===== src/rtl/result_unloader.sv =====
// result_unloader: after the enabled cores finish, reads the (i, j, k) header
// from data memory, locates result matrix C and streams its i*k words out
// over a valid/ready port.
module result_unloader #(
    parameter int ADDR_W  = 8,
    parameter int DATA_W  = 16,
    parameter int MEM_LAT = 1
) (
    input  logic              clk,
    input  logic              rst_n,
    input  logic              start,
    input  logic [3:0]        core_mask,
    input  logic [3:0]        end_process,
    output logic [ADDR_W-1:0] mem_addr,
    output logic              mem_rd_en,
    input  logic [DATA_W-1:0] mem_rdata,
    output logic [DATA_W-1:0] out_data,
    output logic              out_valid,
    input  logic              out_ready,
    output logic              out_last,
    output logic              busy,
    output logic              done,
    output logic              err,
    output logic [31:0]       cycle_count
);

    typedef enum logic [2:0] {
        IDLE,
        WAIT_END,
        HDR,
        CALC,
        STREAM,
        DONE
    } state_t;

    state_t              state_q, state_d;
    logic [3:0]          mask_q;
    logic [1:0]          hdr_idx_q;
    logic [7:0]          i_q, j_q, k_q;
    logic [ADDR_W-1:0]   addr_q;
    logic [ADDR_W-1:0]   addr_hold_q;
    logic [16:0]         remaining_q;
    logic                first_q;
    logic [MEM_LAT-1:0]  rd_pipe_q;

    logic                rd_outstanding;
    logic                rd_tail;
    logic                handshake;
    logic                ends_met;
    logic [16:0]         base_w;
    logic [16:0]         n_w;
    logic [17:0]         end_w;
    logic                overflow;

    assign rd_outstanding = |rd_pipe_q;
    assign rd_tail        = rd_pipe_q[MEM_LAT-1];
    assign handshake      = out_valid && out_ready;
    assign ends_met       = (end_process & mask_q) == mask_q;

    // Layout is header(3) + A(i*j) + B(j*k) + C(i*k); sum is kept one bit wider
    // so the overflow check cannot wrap.
    assign base_w   = 17'd3 + (17'(i_q) * 17'(j_q)) + (17'(j_q) * 17'(k_q));
    assign n_w      = 17'(i_q) * 17'(k_q);
    assign end_w    = {1'b0, base_w} + {1'b0, n_w};
    assign overflow = end_w > (18'd1 << ADDR_W);

    // State register
    always_ff @(posedge clk or negedge rst_n) begin
        if (!rst_n) begin
            state_q <= IDLE;
        end else begin
            state_q <= state_d;
        end
    end

    // Next state, read strobe/address and status decode
    always_comb begin
        state_d   = state_q;
        mem_rd_en = 1'b0;
        mem_addr  = addr_hold_q;
        busy      = 1'b1;
        done      = 1'b0;
        case (state_q)
            IDLE: begin
                busy = 1'b0;
                if (start) state_d = WAIT_END;
            end
            WAIT_END: begin
                if (ends_met) state_d = HDR;
            end
            HDR: begin
                // One read in flight; the next issues the cycle after capture.
                if (!rd_outstanding) begin
                    mem_rd_en = 1'b1;
                    mem_addr  = ADDR_W'(hdr_idx_q);
                end
                if (rd_tail && hdr_idx_q == 2'd2) state_d = CALC;
            end
            CALC: begin
                if (overflow || n_w == 17'd0) state_d = DONE;
                else                          state_d = STREAM;
            end
            STREAM: begin
                // Next read is issued in the handshake cycle itself to sustain
                // one word per MEM_LAT+1 cycles.
                if (first_q) begin
                    mem_rd_en = 1'b1;
                    mem_addr  = addr_q;
                end else if (handshake) begin
                    if (remaining_q == 17'd1) begin
                        state_d = DONE;
                    end else begin
                        mem_rd_en = 1'b1;
                        mem_addr  = addr_q + ADDR_W'(1);
                    end
                end
            end
            DONE: begin
                busy = 1'b0;
                done = 1'b1;
                if (start) state_d = WAIT_END;
            end
            default: state_d = IDLE;
        endcase
    end

    // Read-latency tracker, header capture, address/count bookkeeping and output beat
    always_ff @(posedge clk or negedge rst_n) begin
        if (!rst_n) begin
            rd_pipe_q   <= '0;
            mask_q      <= '0;
            hdr_idx_q   <= '0;
            i_q         <= '0;
            j_q         <= '0;
            k_q         <= '0;
            addr_q      <= '0;
            addr_hold_q <= '0;
            remaining_q <= '0;
            first_q     <= 1'b0;
            out_data    <= '0;
            out_valid   <= 1'b0;
            out_last    <= 1'b0;
            err         <= 1'b0;
            cycle_count <= '0;
        end else begin
            rd_pipe_q[0] <= mem_rd_en;
            for (int unsigned b = 1; b < MEM_LAT; b++) begin
                rd_pipe_q[b] <= rd_pipe_q[b-1];
            end

            if (state_d == DONE && state_q != DONE) begin
                addr_hold_q <= '0;
            end else if (mem_rd_en) begin
                addr_hold_q <= mem_addr;
            end

            case (state_q)
                IDLE, DONE: begin
                    if (start) begin
                        mask_q      <= core_mask;
                        cycle_count <= '0;
                        err         <= 1'b0;
                        hdr_idx_q   <= '0;
                        first_q     <= 1'b0;
                    end
                end
                WAIT_END: begin
                    if (cycle_count != '1) cycle_count <= cycle_count + 32'd1;
                end
                HDR: begin
                    if (rd_tail) begin
                        case (hdr_idx_q)
                            2'd0:    i_q <= mem_rdata[7:0];
                            2'd1:    j_q <= mem_rdata[7:0];
                            default: k_q <= mem_rdata[7:0];
                        endcase
                        hdr_idx_q <= hdr_idx_q + 2'd1;
                    end
                end
                CALC: begin
                    if (overflow) begin
                        err <= 1'b1;
                    end else if (n_w != 17'd0) begin
                        addr_q      <= base_w[ADDR_W-1:0];
                        remaining_q <= n_w;
                        first_q     <= 1'b1;
                    end
                end
                STREAM: begin
                    first_q <= 1'b0;
                    if (handshake) begin
                        out_valid   <= 1'b0;
                        out_last    <= 1'b0;
                        out_data    <= '0;
                        addr_q      <= addr_q + ADDR_W'(1);
                        remaining_q <= remaining_q - 17'd1;
                    end
                    if (rd_tail) begin
                        out_data  <= mem_rdata;
                        out_valid <= 1'b1;
                        out_last  <= (remaining_q == 17'd1);
                    end
                end
                default: ;
            endcase
        end
    end

endmodule


===== config.mk =====
export PLATFORM = sky130hd
export DESIGN_NAME = result_unloader
export DESIGN_NICKNAME = d
export VERILOG_FILES = /design/src/rtl/result_unloader.sv
export SDC_FILE = /design/constraint.sdc
export NUM_CORES = 1
export LEC_CHECK = 0
export BUFFER_PORTS_ARGS = -buffer_cell sky130_fd_sc_hd__buf_2
export CAP_MARGIN = 40
export CELL_PAD_IN_SITES_DETAIL_PLACEMENT = 0
export CELL_PAD_IN_SITES_GLOBAL_PLACEMENT = 2
export CORE_AREA = 2 2 153 215
export DETAILED_ROUTE_END_ITERATION = 8
export DIE_AREA = 0 0 155 217
export HOLD_SLACK_MARGIN = 0.15
export PLACE_DENSITY_LB_ADDON = 0.1
export SLEW_MARGIN = 10
export SYNTH_ARGS = -nofsm -noshare
export SYNTH_HDL_FRONTEND = slang
export SYNTH_SLANG_ARGS = --single-unit

===== constraint.sdc =====
create_clock -name clk -period 21.8 [get_ports clk]
set_input_delay 2.18 -clock clk [delete_from_list [all_inputs] [get_ports clk]]
set_output_delay 2.18 -clock clk [all_outputs]
set_load 0.01 [all_outputs]

; ---- Yosys cells after proc, flatten, opt, wreduce, memory -nomap -nowiden
; Index checks and enable logic that the tools add are counted.
; Widths: inputs -> output; s select.
[classes]
bitwise_logic = 2
reduce_logical = 27
n_lt_le_gt_ge = 1
mux = 47
n_addsub = 7
n_mul = 3
eq_ne = 19
[op_table]
columns = cell, n
row1 = $mux 8, 9
row2 = $mux 32, 2
row3 = $pmux 32 s2, 1
row4 = $mux 17, 3
row5 = $mul 8x8->16, 3
row6 = $pmux 17 s2, 1
row7 = $add 32x1->32 const B, 1
row8 = $mux 16, 2
row9 = $ne 32x32->1 const B, 1
row10 = $pmux 8 s2, 2
row11 = $add 17x16->18, 1
row12 = $gt 18x9->1 const B, 1
row13 = $mux 3, 6
row14 = $reduce_and 3->1, 6
row15 = $add 17x16->17, 1
row16 = $add 2x16->17 const A, 1
row17 = $eq 17x1->1 const B, 1
row18 = $logic_not 17->1, 1
row19 = $reduce_bool 17->1, 1
row20 = $sub 17x1->17 const B, 1
row21 = $pmux 3 s5, 1
row22 = $mux 1, 14
row23 = $ne 2x2->1 const B, 6
row24 = $reduce_bool 2->1, 6
row25 = other kinds (24), 34
[word_totals]
wordCells = 122
inputBits = 28
reg_bits = 119

; ---- Depth between registers and ports, before layout
; Gate-level depths: netlist of the first run.
[logic_depth]
word_depth = 11
ltp_mapped = 34
ltp_nobuf = 31

; ---- Worst setup path before layout of the first run
; Ideal clock, no wire load.
[synth_path]
path_type = reg2reg
from = reg k_q[6]
to = reg addr_q[1]
stages_incl_launch_ff = 33
required_ns = 21.668
arrival_ns = 7.728
synth_period_minus_slack_ns = 7.860
slack_ns = 13.940
n_path_buf = 3
cell_sequence = dfrtp_1 clkbuf_1 and2_1 fa_1 inv_1 fa_1 fa_1 inv_1 fa_1 fa_1 inv_1 fa_1 inv_1 ha_1 a21oi_1 a21oi_1 a211o_1 o21ai_0 nand2b_1 a21oi_1 xnor2_1 ha_1 nor3b_1 a221oi_1 o211ai_1 nor3_1 o2111a_1 nand4_1 or4_1 buf_6 buf_6 o22ai_1 a31oi_1
[synth_via]
elab_chain_cells = 6
word_cells_on_any_way = 9
classes_between = add/sub (2) / mul (2) / order compare (1) / eq/ne (2) / reduce/logical (2)
[synth_lines]
columns = item, line_no
row1 = from (decl), 39  ; logic [7:0] i_q, j_q, k_q;
row2 = from (signal assigned), 175  ; default: k_q <= mem_rdata[7:0];
row3 = $mul 8x8->16, 62  ; assign base_w = 17'd3 + (17'(i_q) * 17'(j_q)) + (17'(j_q) * 17'(k_q));
row4 = $add 17x16->17, 62
row5 = $add 17x16->18, 64  ; assign end_w = {1'b0, base_w} + {1'b0, n_w};
row6 = $gt 18x9->1, 65  ; assign overflow = end_w > (18'd1 << ADDR_W);
row7 = $ne 2x2->1 (no line), -
row8 = $reduce_and 4->1 (no line) (*), -
row9 = to (signal assigned), 184  ; addr_q <= base_w[ADDR_W-1:0];
row10 = to (signal assigned), 195  ; addr_q <= addr_q + ADDR_W'(1);
row11 = to (decl), 40  ; logic [ADDR_W-1:0] addr_q;
; Mark *: on every way between the ends. The rest lies on a longest branch, timed or not.
; A chain may end at the register's enable or synchronous reset.

; ---- Worst setup path in the final report of the first run
[layout_path]
from = reg i_q[0]
to = reg state_q[0]
[layout_via]
elab_chain_cells = 8
word_cells_on_any_way = 10
classes_between = add/sub (3) / mul (2) / order compare (1) / mux (2) / reduce/logical (2)
[layout_lines]
columns = item, line_no
row1 = from (decl), 39
row2 = from (signal assigned), 173  ; 2'd0: i_q <= mem_rdata[7:0];
row3 = $mul 8x8->16, 62
row4 = $add 2x16->17, 62
row5 = $add 17x16->17, 62
row6 = $add 17x16->18, 64
row7 = $gt 18x9->1, 65
row8 = $logic_or 1x1->1 (*), 100  ; if (overflow || n_w == 17'd0) state_d = DONE;
row9 = $mux 1 (*), 100
row10 = $pmux 3 s5 (*), 83  ; case (state_q)
row11 = net state_d[0], 36  ; state_t state_q, state_d;
row12 = to (signal assigned), 72  ; state_q <= state_d;
row13 = to (decl), 36
; Mark *: on every way through the listed nets, which the timed path passes. The rest lies on a longest branch.

==> results of run 1 <==
Yosys cell counts (25+ instances only):
cell type | count | area [um2]
inv_1 | 220 | 825.8
nand2_1 | 151 | 566.8
fa_1 | 136 | 2723
ha_1 | 122 | 1526
and2_1 | 120 | 750.7
dfrtp_1 | 119 | 2978
nor2_1 | 79 | 296.5
a21oi_1 | 64 | 320.3
o21ai_0 | 50 | 250.2
clkbuf_1 | 40 | 150.1
nand3_1 | 37 | 185.2
xnor2_1 | 30 | 262.8
a22o_1 | 25 | 219.0
mux2_2 | 25 | 281.5
flip-flops by register name, indices dropped and copies added, names as in the netlist, 2 cells and up:
| signal | count |
|---|---|
| cycle_count | 32 |
| remaining_q | 17 |
| out_data | 16 |
| addr_hold_q | 8 |
| addr_q | 8 |
| i_q | 8 |
| j_q | 8 |
| k_q | 8 |
| mask_q | 4 |
| state_q | 3 |
| hdr_idx_q | 2 |
path summary, 6_finish.rpt:
kind / endpoint / slack [ns]
setup reg to reg: state_q[0] / 12.90
setup / recovery: state_q[0] / 12.90
hold reg to reg: mask_q[2] / 0.48
max in group asynchronous: k_q[1] / 18.63
min in group asynchronous: addr_hold_q[7] / 1.83
hold / removal: mask_q[2] / 0.48
routing by layer:
layer | up-vias | wire length [um]
met5 | - | 0
met4 | 0 | 978
met3 | 47 | 939
met2 | 132 | 18640
met1 | 5214 | 14910
li1 | 5147 | -
cells by family after synthesis:
kind of cell,synth area share (%)
compound gates,13.21
xor+xnor,2.726
fa+ha+maj,31.49
buf+inv,7.743
mux,2.532
flops,22.07
simple gates,20.22
per-stage QoR:
stage	setup slack [ns]	util [%]
global route	12.28	46.66
global placement	12.88	44.84
floorplan	13.94	-
CTS	12.80	46.66
finish	12.90	46.66
detailed placement	12.82	44.85
final cells by class:
cell class | instances | area share [%]
clock buffers | 18 | 2.949
clock inverters | 14 | 0.9326
inverters | 221 | 5.570
multi-input cells | 1111 | 63.59
flip-flops and latches | 119 | 20.00
well taps | 400 | 3.361
repair buffers | 101 | 3.596
worst max-delay path: cells and delay by family, from the launching register on:
family | cells | cell delay, ns
adder cells (fa/ha/maj) | 8 | 3.92
multiplexers | 1 | 0.29
XOR/XNOR | 1 | 0.23
flip-flops | 1 | 0.72
AO/OA/AOI/OAI | 8 | 1.91
buffers and inverters | 3 | 0.16
AND/OR/NAND/NOR | 5 | 1.51
==> results.yml, run 1 <==
setup_path:
  critPathMaxStageDelay_ns: 0.72
  r2r_start: "i_q[0]"
  cp_common_cell: "fa_1"
  end_kind: "register"
  crit_type: "reg -> reg"
  worstPathArrival_ns: 9.19
  cp_slowest_cell: "dfrtp_1"
  worstSetupStartpoint: "i_q[0]"
  worstPathMaxFanout: 17
  critPathRequiredTime_ns: 22.10
  worst_setup_path_start_kind: "register"
  rr_worst_depth: 26
global_routing:
  use_met1_pct: 26.73
  grt_first_pass_wirelength_um: 58360
  antenna_found_initial: 0
  grt_pass1_vias: 10872
  grt_usage_pct: 22.08
  grt_busiest_layer: "met2"
  use_met2_pct: 39.84
  grt_overflow: 0
  grt_util_met3_pct: 3.246
  grt_max_degree: 61
clock_network:
  cts_tree: "built"
  clock_latency_ns: 0.43
  clk_pin_slew_ns: 0.06
  htreeDepth: 4
  hold_buffers: 0
  cts_resized: 0
  cts_root_buf: "clkbuf_16"
  cts_sinks: 119
  clk_path_buf_depth: 2
  numCtsBuffers: 17
  post_cts_buffers: 0
synth:
  synth_edf_count: 0
  ys.flop_type: "dfrtp_1"
  synth_fp_nets: 1785
  synthesis.area_per_instance_um2: 9.001
  ys_warn_count: 0
  syn_area_um2: 13490
  postSynthCellCount: 1499
  synth_seq_cells: 119
  async_flop_share_pct: 100.0
  ys_seq_area_share_pct: 22.07
  synth_cell_types: 83
floorplanning:
  rows: 78
  dieArea_um2: 33640
  initial_core_util_pct: 42.28
  ioPinCount: 90
  die_w_um: 155
  die_h_um: 217
  core-area_um2: 31910
sta:
  worst_slew_pin_slew_ns: 0.8127
  final_max_slew_viol_count: 0
  grt_setup_unrepaired: "no"
  hold_viol: 0
  holdWs_ns: 0.4790
  slew_headroom_pct: 45.82
  fin_crit_ns: 8.896
  fmax_mhz: 112.4
  fin_skew_ns: 0.01002
  setup_viol: 0
  tns_ns: 0
  period_share_pct: 40.81
routing:
  vias: 10540
  wl_per_cell_um: 17.88
  drt-pass1-iter-count: 4
  drt_iter0_markers: 372
  vias_per_cell: 5.313
  totalWireLength_um: 35470
  drc: 0
  ant_nets: 0
cells_and_area:
  multi_input_area_um2: 9470
  layout_common_cells: "inv_1, nand2_1, fa_1, ha_1, and2_1"
  layout_commonest_cell: "inv_1"
  finalNonFillerCells: 1984
  regArea_um2: 2978
  nets: 1857
  n_antenna_cell: 0
  final_cell_area_um2: 14890
  drive_gt1_share_pct: 11.99
  area_delta_synth_final_pct: 10.37
  fillers: 3178
run:
  cap_violations: 0
min_path:
  worstHoldPathCells: 2
  hold_path.class: "reg -> reg"
  min_from: "mask_q[2]"
placed_design:
  dpl_cell_area_um2: 14310
  dp_hpwl_um: 28080
  post-place-cells: 1952
  gp_congestion: 0.8229
  port_buffers: 89
outcome:
  outcome: "finished, final reports clean"
Power of run 1 is left out: the tool's default activity adds up to more than one toggle a clock period on the data nets, which glitch-free logic cannot reach.
==> run 2, diff against run 1 <==
--- a/config.mk
+++ b/config.mk
@@ -9,9 +9,9 @@
 export CAP_MARGIN = 40
 export CELL_PAD_IN_SITES_DETAIL_PLACEMENT = 0
 export CELL_PAD_IN_SITES_GLOBAL_PLACEMENT = 2
-export CORE_AREA = 2 2 153 215
+export CORE_AREA = 2 2 159 223
 export DETAILED_ROUTE_END_ITERATION = 8
-export DIE_AREA = 0 0 155 217
+export DIE_AREA = 0 0 161 225
 export HOLD_SLACK_MARGIN = 0.15
 export PLACE_DENSITY_LB_ADDON = 0.1
 export SLEW_MARGIN = 10
==> constraint.sdc (replaced) <==
create_clock -name clk -period 8.35 [get_ports clk]
set_input_delay 0.835 -clock clk [delete_from_list [all_inputs] [get_ports clk]]
set_output_delay 0.835 -clock clk [all_outputs]
set_load 0.01 [all_outputs]
==> run 2 against run 1 <==
Global-route usage down 0.99 points. Register-to-register slack worse by 13 ns. Critical path depth up 4. Core utilization down 0.63 points. Sequential cell count unchanged. First-iteration DRC count up 14%. Fmax up 11%. Worst hold slack worse by 0.13 ns. Clock skew up 0.0051 ns. Non-clock buffer count up 58. Setup slack worse by 13 ns. Critical endpoint is now remaining_q[10]. Largest cell class unchanged.
==> results.yml, run 2 (synthesized netlist as in run 1, its figures left out) <==
placed_design:
  dp_hpwl_um: 30290
  post-place-cells: 2051
  gp_congestion: 0.8255
  pre_cts_ws_ns: 0.02688
  port_buffers: 89
global_routing:
  grt_max_degree: 51
  grt_pass1_vias: 11171
  grt_overflow: 0
  use_met2_pct: 39.08
  grt_usage_pct: 21.09
  grt_busiest_layer: "met2"
  grt_util_met3_pct: 2.448
  antenna_found_initial: 0
  grt_first_pass_wirelength_um: 60080
  use_met1_pct: 26.04
setup_path:
  crit_type: "reg -> reg"
  crit_family: "adder cells"
  worstPathArrival_ns: 8.31
  cp_slowest_cell: "or4_4"
  worstPathMaxFanout: 9
  cp_common_cell: "fa_1"
  critPathMaxStageDelay_ns: 0.56
  crit_buf_inv: 8
  end_kind: "register"
  critPathRequiredTime_ns: 8.67
  worst_setup_path_start_kind: "register"
sta:
  final_max_slew_viol_count: 0
  fin_crit_ns: 7.990
  holdWs_ns: 0.3466
  slew_headroom_pct: 52.08
  setup_viol: 0
  timing.final.ws_setup_ns: 0.3598
  fmax_mhz: 125.2
  fin_skew_ns: 0.01514
  period_share_pct: 95.69
  hold_viol: 0
  worst_slew_pin_slew_ns: 0.7188
routing:
  wl_per_cell_um: 17.84
  totalWireLength_um: 37340
  vias_per_cell: 5.175
  drt-pass1-iter-count: 5
  drt_iter0_markers: 423
  ant_nets: 0
  vias: 10831
  drc: 0
cells_and_area:
  largest_register_ffs: 32
  reg.largest.list: "cycle_count (32), remaining_q (17), out_data (16)"
  area_delta_synth_final_pct: 16.11
  regMostFlops: "cycle_count"
  layout_common_cells: "inv_1, nand2_1, fa_1, and2_1, ha_1"
  layout_commonest_cell: "inv_1"
  fillers: 3421
  n_antenna_cell: 0
  nets: 1915
  drive_gt1_share_pct: 16.93
  fin_util_pct: 46.03
  finalNonFillerCells: 2093
clock_network:
  clk_path_buf_depth: 2
  numCtsBuffers: 17
  htreeDepth: 4
  clock_latency_ns: 0.44
  hold_buffers: 0
  cts_sinks: 119
  cts_root_buf: "clkbuf_16"
  clk_pin_slew_ns: 0.06
  cts_tree: "built"
min_path:
  hold_path.class: "in -> async"
floorplanning:
  initial_core_util_pct: 39.65
  core-area_um2: 34030
  die_w_um: 161
  ioPinCount: 90
  rows: 80
  dieArea_um2: 36230
  die_h_um: 225
outcome:
  outcome: "finished, final reports clean"
run:
  cap_violations: 0
[run 2: layout make-up]
type	count	area (um2)	area share (%)
tap	451	564.3	3.602
sequential	119	2993	19.10
clock buffer	17	425.4	2.715
timing repair buffer	159	1054	6.725
clock inverter	15	191.4	1.222
multi-input combinational	1111	9609	61.34
inverter	221	829.5	5.295
[run 2: layer usage]
layer | up-vias | wire length, um
met2 | 126 | 20180
met5 | - | 0
li1 | 5245 | -
met1 | 5432 | 15840
met3 | 28 | 780
met4 | 0 | 539
[run 2: through the flow]
step | instance area (um2) | setup TNS (ns)
after floorplan | 13490 | 0
after global placement | 14750 | 0
after detailed placement | 14770 | 0
after CTS | 15390 | 0
final | 15670 | 0
after global routing | 15670 | -0.02245
[run 2: worst paths after layout]
check                                  end      start  slack (ns)  cells past startpoint
setup / recovery           remaining_q[10]     j_q[3]        0.36                     30
hold / removal              addr_hold_q[7]      rst_n        0.35                      1
setup reg to reg           remaining_q[10]     j_q[3]        0.36                     30
hold reg to reg                  mask_q[1]  mask_q[1]        0.48                      2
max in group asynchronous           j_q[2]      rst_n        6.66                      3
min in group clk                 mask_q[1]  mask_q[1]        0.48                      2
[run 2: repair_timing]
item | in CTS | in global routing
gates cloned | 0 | 2
setup buffers | 0 | 8
pin swaps | 0 | 16
setup endpoints to repair | 1 | 36
resized for setup | 1 | 39
[run 2: worst reg2reg max path: cells and delay by family, from the launching register on]
kind | cells | cell delay, ns
AND/OR/NAND/NOR | 8 | 1.82
AO/OA/AOI/OAI | 5 | 1.16
XOR/XNOR | 1 | 0.16
flip-flops | 1 | 0.45
buffers and inverters | 8 | 0.87
adder cells (fa/ha/maj) | 8 | 3.42
Power of run 2 is left out for the same reason.
